### src/rtl/seg_pkg.sv
// Shared constants and types for the two-digit seven-segment display driver.
// Segment patterns are active-low in {g,f,e,d,c,b,a} order.
package seg_pkg;

    localparam logic [6:0] SEG_0     = 7'b1000000;
    localparam logic [6:0] SEG_1     = 7'b1111001;
    localparam logic [6:0] SEG_2     = 7'b0100100;
    localparam logic [6:0] SEG_3     = 7'b0110000;
    localparam logic [6:0] SEG_4     = 7'b0011001;
    localparam logic [6:0] SEG_5     = 7'b0010010;
    localparam logic [6:0] SEG_6     = 7'b0000010;
    localparam logic [6:0] SEG_7     = 7'b1111000;
    localparam logic [6:0] SEG_8     = 7'b0000000;
    localparam logic [6:0] SEG_9     = 7'b0010000;
    localparam logic [6:0] SEG_DASH  = 7'b0111111;
    localparam logic [6:0] SEG_BLANK = 7'b1111111;

    // Anode enables, active-low; an[3:2] are never driven on.
    localparam logic [3:0] AN_ONES = 4'b1110;
    localparam logic [3:0] AN_TENS = 4'b1101;
    localparam logic [3:0] AN_OFF  = 4'b1111;

    // Which digit position the scan is currently driving.
    typedef enum logic {
        SEL_ONES = 1'b0,
        SEL_TENS = 1'b1
    } digit_sel_e;

    // One BCD digit pair, tens and ones.
    typedef struct packed {
        logic [3:0] tens;
        logic [3:0] ones;
    } digits_t;

    // Everything sampled from the countdown block in one word.
    typedef struct packed {
        logic    active;
        digits_t digits;
    } in_sample_t;

endpackage

### src/rtl/bcd_to_seg.sv
// Combinational BCD to seven-segment decoder; codes above 9 show a dash.
module bcd_to_seg
    import seg_pkg::*;
(
    input  logic [3:0] digit_i,
    output logic [6:0] seg_o
);

    // Decode one digit to its active-low cathode pattern.
    always_comb begin
        unique case (digit_i)
            4'd0:    seg_o = SEG_0;
            4'd1:    seg_o = SEG_1;
            4'd2:    seg_o = SEG_2;
            4'd3:    seg_o = SEG_3;
            4'd4:    seg_o = SEG_4;
            4'd5:    seg_o = SEG_5;
            4'd6:    seg_o = SEG_6;
            4'd7:    seg_o = SEG_7;
            4'd8:    seg_o = SEG_8;
            4'd9:    seg_o = SEG_9;
            default: seg_o = SEG_DASH;
        endcase
    end

endmodule

### src/rtl/seg_display_driver.sv
// Two-digit multiplexed seven-segment driver for a countdown timer.
// Inputs are synchronized, sampled once per frame so both digits always come
// from the same snapshot, and the display blinks once the countdown expires.
module seg_display_driver
    import seg_pkg::*;
#(
    parameter int REFRESH_DIV = 100000,
    parameter int BLINK_DIV   = 25000000
) (
    input  logic       clk,
    input  logic       rst,
    input  logic [3:0] s10,
    input  logic [3:0] s1,
    input  logic       countDownActive,
    output logic [3:0] an,
    output logic [6:0] seg,
    output logic       dp
);

    localparam int SCAN_W  = $clog2(REFRESH_DIV);
    localparam int BLINK_W = $clog2(BLINK_DIV);
    localparam logic [SCAN_W-1:0]  SCAN_LAST  = SCAN_W'(REFRESH_DIV - 1);
    localparam logic [BLINK_W-1:0] BLINK_LAST = BLINK_W'(BLINK_DIV - 1);

    in_sample_t          raw;
    in_sample_t          sync_meta_q;
    in_sample_t          sync_q;
    logic [SCAN_W-1:0]   scan_cnt_q,  scan_cnt_d;
    logic [BLINK_W-1:0]  blink_cnt_q, blink_cnt_d;
    digit_sel_e          sel_q,       sel_d;
    logic                blink_phase_q, blink_phase_d;
    digits_t             shown_q,     shown_d;
    logic [3:0]          an_q,        an_d;
    logic [6:0]          seg_q,       seg_d;
    logic                scan_wrap;
    logic                blink_wrap;
    logic                expired;
    logic                lead_blank;
    logic [3:0]          cur_digit;
    logic [6:0]          seg_dec;

    assign raw = '{active: countDownActive, digits: '{tens: s10, ones: s1}};

    // Two-flop synchronizer for every input coming from the countdown block.
    always_ff @(posedge clk) begin
        // NOTE: sequential state uses non-blocking assignments so every flop
        // samples the pre-edge value; blocking here would collapse the two
        // synchronizer stages into one.
        if (rst) begin
            sync_meta_q <= '0;
            sync_q      <= '0;
        end else begin
            sync_meta_q <= raw;
            sync_q      <= sync_meta_q;
        end
    end

    // Next-state for scan/blink timing, digit select and the frame snapshot.
    always_comb begin
        // NOTE: every variable gets a default before any branch, so no path
        // leaves one unassigned and no latch is inferred.
        scan_wrap     = (scan_cnt_q == SCAN_LAST);
        blink_wrap    = (blink_cnt_q == BLINK_LAST);
        scan_cnt_d    = scan_cnt_q + 1'b1;
        blink_cnt_d   = blink_cnt_q + 1'b1;
        sel_d         = sel_q;
        blink_phase_d = blink_phase_q;
        shown_d       = shown_q;

        if (scan_wrap) begin
            scan_cnt_d = '0;
            sel_d      = (sel_q == SEL_ONES) ? SEL_TENS : SEL_ONES;
            // Tens slot ending means a new frame starts: take one snapshot.
            if (sel_q == SEL_TENS) begin
                shown_d = sync_q.digits;
            end
        end

        if (blink_wrap) begin
            blink_cnt_d   = '0;
            blink_phase_d = ~blink_phase_q;
        end
    end

    // Timing counters, select, blink phase and the displayed snapshot.
    always_ff @(posedge clk) begin
        if (rst) begin
            scan_cnt_q    <= '0;
            blink_cnt_q   <= '0;
            sel_q         <= SEL_ONES;
            blink_phase_q <= 1'b0;
            shown_q       <= '0;
        end else begin
            scan_cnt_q    <= scan_cnt_d;
            blink_cnt_q   <= blink_cnt_d;
            sel_q         <= sel_d;
            blink_phase_q <= blink_phase_d;
            shown_q       <= shown_d;
        end
    end

    assign cur_digit = (sel_q == SEL_TENS) ? shown_q.tens : shown_q.ones;

    bcd_to_seg u_bcd_to_seg (
        .digit_i (cur_digit),
        .seg_o   (seg_dec)
    );

    // Anode selection with leading-zero blanking and expiry blinking.
    always_comb begin
        expired    = sync_q.active && (shown_q.tens == 4'd0) && (shown_q.ones == 4'd0);
        lead_blank = (shown_q.tens == 4'd0) && (shown_q.ones != 4'd0);
        an_d       = (sel_q == SEL_TENS) ? AN_TENS : AN_ONES;
        seg_d      = seg_dec;

        if ((sel_q == SEL_TENS) && lead_blank) begin
            an_d = AN_OFF;
        end
        if (expired && blink_phase_q) begin
            an_d = AN_OFF;
        end
    end

    // Output register keeps anode/cathode edges glitch-free.
    always_ff @(posedge clk) begin
        if (rst) begin
            an_q  <= AN_OFF;
            seg_q <= SEG_BLANK;
        end else begin
            an_q  <= an_d;
            seg_q <= seg_d;
        end
    end

    assign an  = an_q;
    assign seg = seg_q;
    assign dp  = 1'b1;

endmodule
### config.mk
export PLATFORM = sky130hd
export DESIGN_NAME = seg_display_driver
export DESIGN_NICKNAME = d
export VERILOG_FILES = /design/src/rtl/seg_pkg.sv /design/src/rtl/bcd_to_seg.sv /design/src/rtl/seg_display_driver.sv
export SDC_FILE = /design/constraint.sdc
export NUM_CORES = 1
export LEC_CHECK = 0
export CAP_MARGIN = 20
export CELL_PAD_IN_SITES_DETAIL_PLACEMENT = 0
export CELL_PAD_IN_SITES_GLOBAL_PLACEMENT = 1
export CORE_AREA = 2 2 89 91
export CTS_CLUSTER_SIZE = 40
export DETAILED_ROUTE_END_ITERATION = 16
export DIE_AREA = 0 0 91 93
export GPL_ROUTABILITY_DRIVEN = 0
export PLACE_DENSITY = 0.83
export SLEW_MARGIN = 20
export SYNTH_ARGS = -nofsm -noshare
export SYNTH_HDL_FRONTEND = slang
export SYNTH_SLANG_ARGS = --single-unit
### constraint.sdc
create_clock -name clk -period 2.05 [get_ports clk]
set_input_delay 0.41 -clock clk [delete_from_list [all_inputs] [get_ports clk]]
set_output_delay 0.41 -clock clk [all_outputs]
set_load 0.005 [all_outputs]
* Yosys cells after proc, flatten, opt, wreduce, memory -nomap -nowiden
Memory sizes are Yosys's and may differ from the RTL's. A register that Yosys moved wholly into a read port is not among the register bits.
Cells that the tools add are included.
** Word-level totals
- Register bits :: 74
- Memory bits (read-only) :: 112
- Logic and storage cells :: 34
- Memories :: 1
** Memories
- (name not given) :: depth 16, width 7, read ports 1, clocked after memory_dff 1, wr ports 0, RTL line bcd_to_seg.sv:11 : unique case (digit_i)
** Operators by class
- $add $sub $neg :: 2
- Eq/ne operators :: 2
- Mux-type cells :: 3
- Bitwise gates (word level) :: 1
- Reduce and logical (&&, ||, !) cells :: 12
** Operator list (count)
- 25-bit by 1-bit adder with 25-bit output, second input constant :: 1
- 25-bit equality test, second input constant :: 1
- 17-bit by 1-bit adder with 17-bit output, second input constant :: 1
- 17-bit equality test, second input constant :: 1
- 4-bit zero test :: 2
- 1-bit logical AND :: 5
- 4-bit 2-to-1 mux :: 1
- 4-bit nonzero test :: 1
- 2-bit OR reduction :: 2
- 3-bit OR reduction :: 1
- 2-bit 2-to-1 mux :: 1
- 2-bit AND reduction :: 1
- 1-bit 2-to-1 mux :: 1
- 1-bit inverter :: 1

* Logic depth before layout (Yosys ltp)
Gate-level depths: netlist (run 1).
- Depth in word-level cells :: 5
- Mapped depth :: 9
- Mapped depth without buffers :: 6

* Hierarchy
Synthesis (run 1) repeated with hierarchy kept, for this count alone.
** Unflattened totals
- Cell total of the unflattened synthesis :: 362
- Area, all modules :: 3400.8 um2
** Modules (own cells, without submodules)
- seg_display_driver :: instances 1, cells each 331, area each 3176.8 um2, seq. area each 1581.5 um2
- bcd_to_seg :: instances 1, cells each 31, area each 224.0 um2, seq. area each 0.0 um2

* Least setup slack after synthesis (run 1)
Ideal clock, no wire load.
- Path kind :: register to register
- Start point :: reg scan_cnt_q[0]
- End point :: reg scan_cnt_q[10]
- Data arrival time :: 1.735 ns
- Data required time :: 1.986 ns
- Setup slack :: 0.251 ns
- Cell stages (with the launch flop) :: 10
- Path through :: dfxtp_1 -> ha_1 -> and4_1 -> clkbuf_1 -> and4_1 -> buf_4 -> or2_1 -> buf_2 -> buf_2 -> nor2_1
** On the way
- Word-level cells in the longest chain between the ends :: 2
** Ends and longest elaborated chain
- start, declared :: RTL line seg_display_driver.sv:28 : logic [SCAN_W-1:0] scan_cnt_q, scan_cnt_d;
- start signal, assigned :: RTL line seg_display_driver.sv:94 : scan_cnt_q <= scan_cnt_d;
- branches (longest 2 deep; another with 17-bit by 1-bit adder with 17-bit output)
Parallel ways; which one is timed is not known.
A chain may end at the register's enable or synchronous reset.

* Worst setup path in the final report (run 1)
- Start point :: reg scan_cnt_q[0]
- End point :: reg shown_q[5] (netlist name)
** On the way
- Word-level cells in the longest chain between the ends :: 2
** Ends and longest elaborated chain
- 17-bit equality test :: RTL line seg_display_driver.sv:62 : scan_wrap = (scan_cnt_q == SCAN_LAST);
- 2-bit AND reduction (no source line)
- end signal, assigned :: RTL line seg_display_driver.sv:98 : shown_q <= shown_d;
- end, declared :: RTL line seg_display_driver.sv:32 : digits_t shown_q, shown_d;
No other way between the ends.

==> impl_metrics.tcl, run 1 <==
set metrics [dict create \
    htreeDepth 3 \
    cp-end-kind "flop" \
    dieHeight_um 93 \
    cts.clk_slew.worst_paths_ns 0.08 \
    drc 0 \
    synthCells 361 \
    grt_setup_unrepaired "no" \
    drt_iter0_markers 126 \
    fillCellCount 730 \
    grt_usage_pct 15.2 \
    coreArea_um2 7530 \
    mostFrequentLayoutCell "dfxtp_1" \
    io_pins 23 \
    setup_viol 0 \
    synth_top_area_cell "dfxtp_1" \
    power.leakage_nw 1.44 \
    clock_latency_ns 0.34 \
    maxCapViolations 0 \
    ant_nets 0 \
    vdd_ir_drop_max_v 0.000390 \
    ys_async_sr_fraction_pct 0 \
    grt_remaining_overflow 0 \
    layout.nets 400 \
    worstHoldPathType "flop to flop" \
    hold_end "sync_q[1]" \
    wl_per_cell_um 12.1 \
    path_class "flop to flop" \
    cts-buffers-inserted 9 \
    skew_ns 0.00648 \
    place_hpwl_um 4060 \
    clock-root-buffer "clkbuf_8" \
    via_count 2541 \
    netlist.area_leader.share_pct 47.6 \
    die-area_um2 8460 \
    cts_resized 0 \
    cts_sinks 79 \
    initial_core_util_pct 44.1 \
    slew_headroom_pct 56.4 \
    postCtsHoldBufs 0 \
    multi_input_area_um2 1600 \
    cts_buffer_depth 2 \
    r2r_start "scan_cnt_q[0]" \
    finalHoldViolCount 0 \
    worst_pin_slew_ns 0.636 \
    startpoint "scan_cnt_q[0]" \
    via_per_inst 5.21 \
    worstPathMaxFanout 11 \
    totalWireLength_um 5920 \
    status "finished, final reports clean" \
    min_path_cells 1 \
    synth_area_leaders "dfxtp_1, xor2_1, a21oi_1" \
    fin_hold_ws_ns 0.437 \
    portBuffers 19 \
    yosys_warnings 0 \
    total_power_mw 2.76 \
    crit_arrival_ns 2.11 \
    slew_viol_final 0 \
    hp-start "sync_meta_q[1]" \
    setup_tns_ns 0 \
    antenna_found_initial 0 \
    rows 32 \
    syn_area_um2 3320 \
    ys_seq_elements 79 \
    reg2regPathDepth 5 \
    yosysUniqueCellTypes 43 \
    critical_path.reg2reg.endpoint "shown_q[5]" \
    synth_ff_type "dfxtp_1" \
    layout_common_cells "dfxtp_1, a21oi_1, nor2_1, nand2_1, clkdlybuf4s50_1" \
    fmax_ghz 0.548 \
    reg2reg_slack_ns 0.23 \
    grt_max_degree 28 \
    postCtsSetupBuffers 0 \
    grt_pass1_vias 2380 \
    drtPass1Iterations 4 \
    grt_first_pass_wirelength_um 10600 \
    startpoint_type "flop" \
    die_width_um 91 \
    cts_tree "built" \
    synth_edf_count 0 \
    area_growth_pct 14.6 \
    regArea_um2 1580 \
    powerDensity_nw_per_um2 726 \
    layout-drive-gt1-share_pct 10.4 \
    diodes 0 \
    min_period_ns 1.82 \
    timing.final.crit_share_pct 89.0 \
    synth.avg_cell_area_um2 9.20 \
    required_ns 2.34 \
    synth-seq-area-share_pct 47.6 \
]
Yosys cell counts (2+ instances only):
library cell	count
nand4_1	12
ha_1	7
a21oi_1	27
nor2_1	27
buf_4	5
nor2b_1	18
xnor2_1	4
clkbuf_1	9
and2_1	7
o21ai_0	17
nand3_1	16
nor4_1	4
dfxtp_1	79
nand2_1	25
buf_2	7
and4_1	5
a21o_1	2
inv_1	7
a31o_2	8
or3_1	12
xor2_1	17
nor3_1	2
mux2_2	2
and3_1	6
o31ai_1	8
mux2i_1	5
or4_1	7
cells by family (layout without fill, tap and decap cells):
kind of cell               count (synthesis)  count (layout)  share of synthesized area (%)
DFF                                       79              79                           47.6
and+or+nand+nor                          149             149                           25.0
adders and majority gates                  7               7                           2.64
buffers and inverters                     30              53                           4.45
xor gates and xnor gates                  21              21                           5.54
muxes                                      7               7                           2.19
AOI/OAI and AO/OA                         67              67                           12.4
other                                      1               3                          0.113
sequential cells by signal (all words and copies together), names as in the netlist:
register	count
blink_phase_q	1
an	2
sel_q	1
shown_q	8
scan_cnt_q	17
blink_cnt_q	25
sync_meta_q	9
sync_q	9
seg	7
worst max-delay path, stage by stage (launching register included):
cell	delay (ns)
dfxtp_1	0.35
ha_1	0.21
and4_1	0.22
and4_1	0.43
and2_1	0.37
a31o_2	0.19
final cells by class:
cell class,instances,area share (%)
timing repair buffer,31,7.69
inverter,7,0.691
sequential,79,41.6
tap,102,3.35
clock buffer,10,3.35
multi-input combinational,254,42.0
clock inverter,5,1.32
worst max path at each step:
stage	slack, ns	cells past startpoint	endpoint
global placement	0.24	5	shown_q[5]
CTS	0.19	5	shown_q[5]
finish	0.23	5	shown_q[5]
global route	0.08	5	shown_q[5]
floorplan	0.25	9	scan_cnt_q[10]
detailed placement	0.22	5	shown_q[5]
power breakdown:
part	switching, mW	internal [mW]
combinational	0.0523	0.0581
sequential	0.0126	1.57
clock	0.525	0.548
metal layers:
| layer | track usage [%] | wire (µm) | vias to the layer above |
|---|---|---|---|
| li1 | - | - | 1309 |
| met1 | 18.9 | 2780 | 1185 |
| met2 | 25.7 | 2870 | 39 |
| met3 | 4.35 | 201 | 8 |
| met4 | 4.55 | 75 | 0 |
| met5 | 0 | 0 | - |
metrics by stage:
stage / utilization, % / instances / setup slack, ns / instance area (µm²)
finish: 50.5 / 488 / 0.226 / 3800
global route: 50.5 / 488 / 0.0751 / 3800
CTS: 50.5 / 488 / 0.194 / 3800
detailed placement: 48.2 / 473 / 0.215 / 3630
global placement: 48.2 / 473 / 0.238 / 3630
floorplan: - / 363 / 0.251 / 3330
Note: power is estimated with default switching activity, not from simulation.
==> run 2, diff against run 1 <==
Settings changed: PLACE_DENSITY 0.83 to not set, PLACE_DENSITY_LB_ADDON set to 0.1, SLEW_MARGIN 20 to 40.
==> impl_metrics.tcl, run 2 (synthesis results as in run 1) <==
set metrics [dict create \
    regMostFlops "blink_cnt_q" \
    grt_usage_pct 15.0 \
    finalHoldViolCount 0 \
    layout_common_cells "dfxtp_1, a21oi_1, nor2_1, nand2_1, clkdlybuf4s50_1" \
    vdd_ir_drop_max_v 0.000389 \
    dieHeight_um 93 \
    setup_tns_ns 0 \
    drtPass1Iterations 4 \
    rows 32 \
    coreArea_um2 7530 \
    powerDensity_nw_per_um2 731 \
    io_pins 23 \
    via_per_inst 5.09 \
    layout-drive-gt1-share_pct 11.3 \
    min_period_ns 1.78 \
    ant_nets 0 \
    via_count 2497 \
    mostFrequentLayoutCell "dfxtp_1" \
    cts_sinks 79 \
    cp-end-kind "flop" \
    startpoint_type "flop" \
    postCtsHoldBufs 0 \
    grt_pass1_vias 2289 \
    final_cells 491 \
    fmax_ghz 0.562 \
    largest_reg_flops 25 \
    fin_util_pct 50.9 \
    postCtsSetupBuffers 0 \
    setup_viol 0 \
    initial_core_util_pct 44.1 \
    clock_latency_ns 0.36 \
    required_ns 2.35 \
    cts.clk_slew.worst_paths_ns 0.09 \
    grt_setup_unrepaired "no" \
    cts-buffers-inserted 9 \
    crit_arrival_ns 2.08 \
    worstPathMaxFanout 8 \
    cts_buffer_depth 2 \
    htreeDepth 3 \
    diodes 0 \
    slew_viol_final 0 \
    maxCapViolations 0 \
    reg_top3 "blink_cnt_q (25), scan_cnt_q (17)" \
    layout.nets 402 \
    cts_resized 0 \
    worstHoldPathType "flop to flop" \
    grt_first_pass_wirelength_um 10200 \
    antenna_found_initial 0 \
    grt_remaining_overflow 0 \
    status "finished, final reports clean" \
    skew_ns 0.0105 \
    wl_per_cell_um 12.2 \
    die-area_um2 8460 \
    grt_max_degree 25 \
    path_class "flop to flop" \
    dpl.cell_count 475 \
    power.leakage_nw 1.44 \
    die_width_um 91 \
    clock-root-buffer "clkbuf_8" \
    place_hpwl_um 4020 \
    drt_iter0_markers 76 \
    timing.final.crit_share_pct 86.9 \
    total_power_mw 2.80 \
    totalWireLength_um 6010 \
    cts_tree "built" \
    portBuffers 19 \
    area_growth_pct 15.3 \
    drc 0 \
    fin_hold_ws_ns 0.440 \
]
-- run 2: cell count changes in the layout (fill, tap and decap cells not counted) --
cell,previous run,this run
inv_6,0,2
buf_4,11,13
bufinv_16,1,0
clkbuf_1,1,0
inv_8,0,2
clkinvlp_4,0,2
clkinv_2,4,0
clkinv_4,0,1
-- run 2: power breakdown --
group	switching (mW)	internal [mW]	leakage [nW]
Clock	0.640	0.467	0.0903
Sequential	0.0111	1.57	0.644
Combinational	0.0527	0.0607	0.704
Total	0.704	2.09	1.44
-- run 2: layer usage --
layer | GRT usage (%) | wire, µm
met1 | 19.0 | 3050
met2 | 24.1 | 2650
met3 | 4.11 | 204
met4 | 6.82 | 117
met5 | 0 | 0
-- run 2: layout make-up --
class	instances	area [µm²]
clock buffer	9	124
clock inverter	7	63.8
fill	744	3700
inverter	7	26.3
multi-input combinational	254	1600
sequential	79	1580
tap	102	128
timing repair buffer	33	308
-- run 2: worst paths after layout --
kind / depth (start not counted) / slack, ns / end / from
worst max register to register: 5 / 0.27 / shown_q[3] / scan_cnt_q[0]
worst min register to register: 1 / 0.44 / sync_q[7] / sync_meta_q[7]
worst max-delay path: 5 / 0.27 / shown_q[3] / scan_cnt_q[0]
worst min-delay path: 1 / 0.44 / sync_q[7] / sync_meta_q[7]
-- run 2: worst max-delay path, stage by stage (launching register included) --
cell,delay [ns]
dfxtp_1,0.36
ha_1,0.21
and4_1,0.22
and4_1,0.38
and2_1,0.36
a31o_2,0.19
-- run 2: stage by stage --
step                cell area, µm²  setup WS, ns
global placement              3640         0.279
detailed placement            3640         0.270
CTS                           3830         0.250
floorplan                     3330         0.251
global route                  3830         0.117
finish                        3830         0.269
==> run 3, diff against run 2 <==
Settings changed: ABC_CLOCK_PERIOD_IN_PS set to 2050, CAP_MARGIN 20 to not set.
==> results of run 3 <==
Final layout, timing and power as in run 2 (identical DEF).
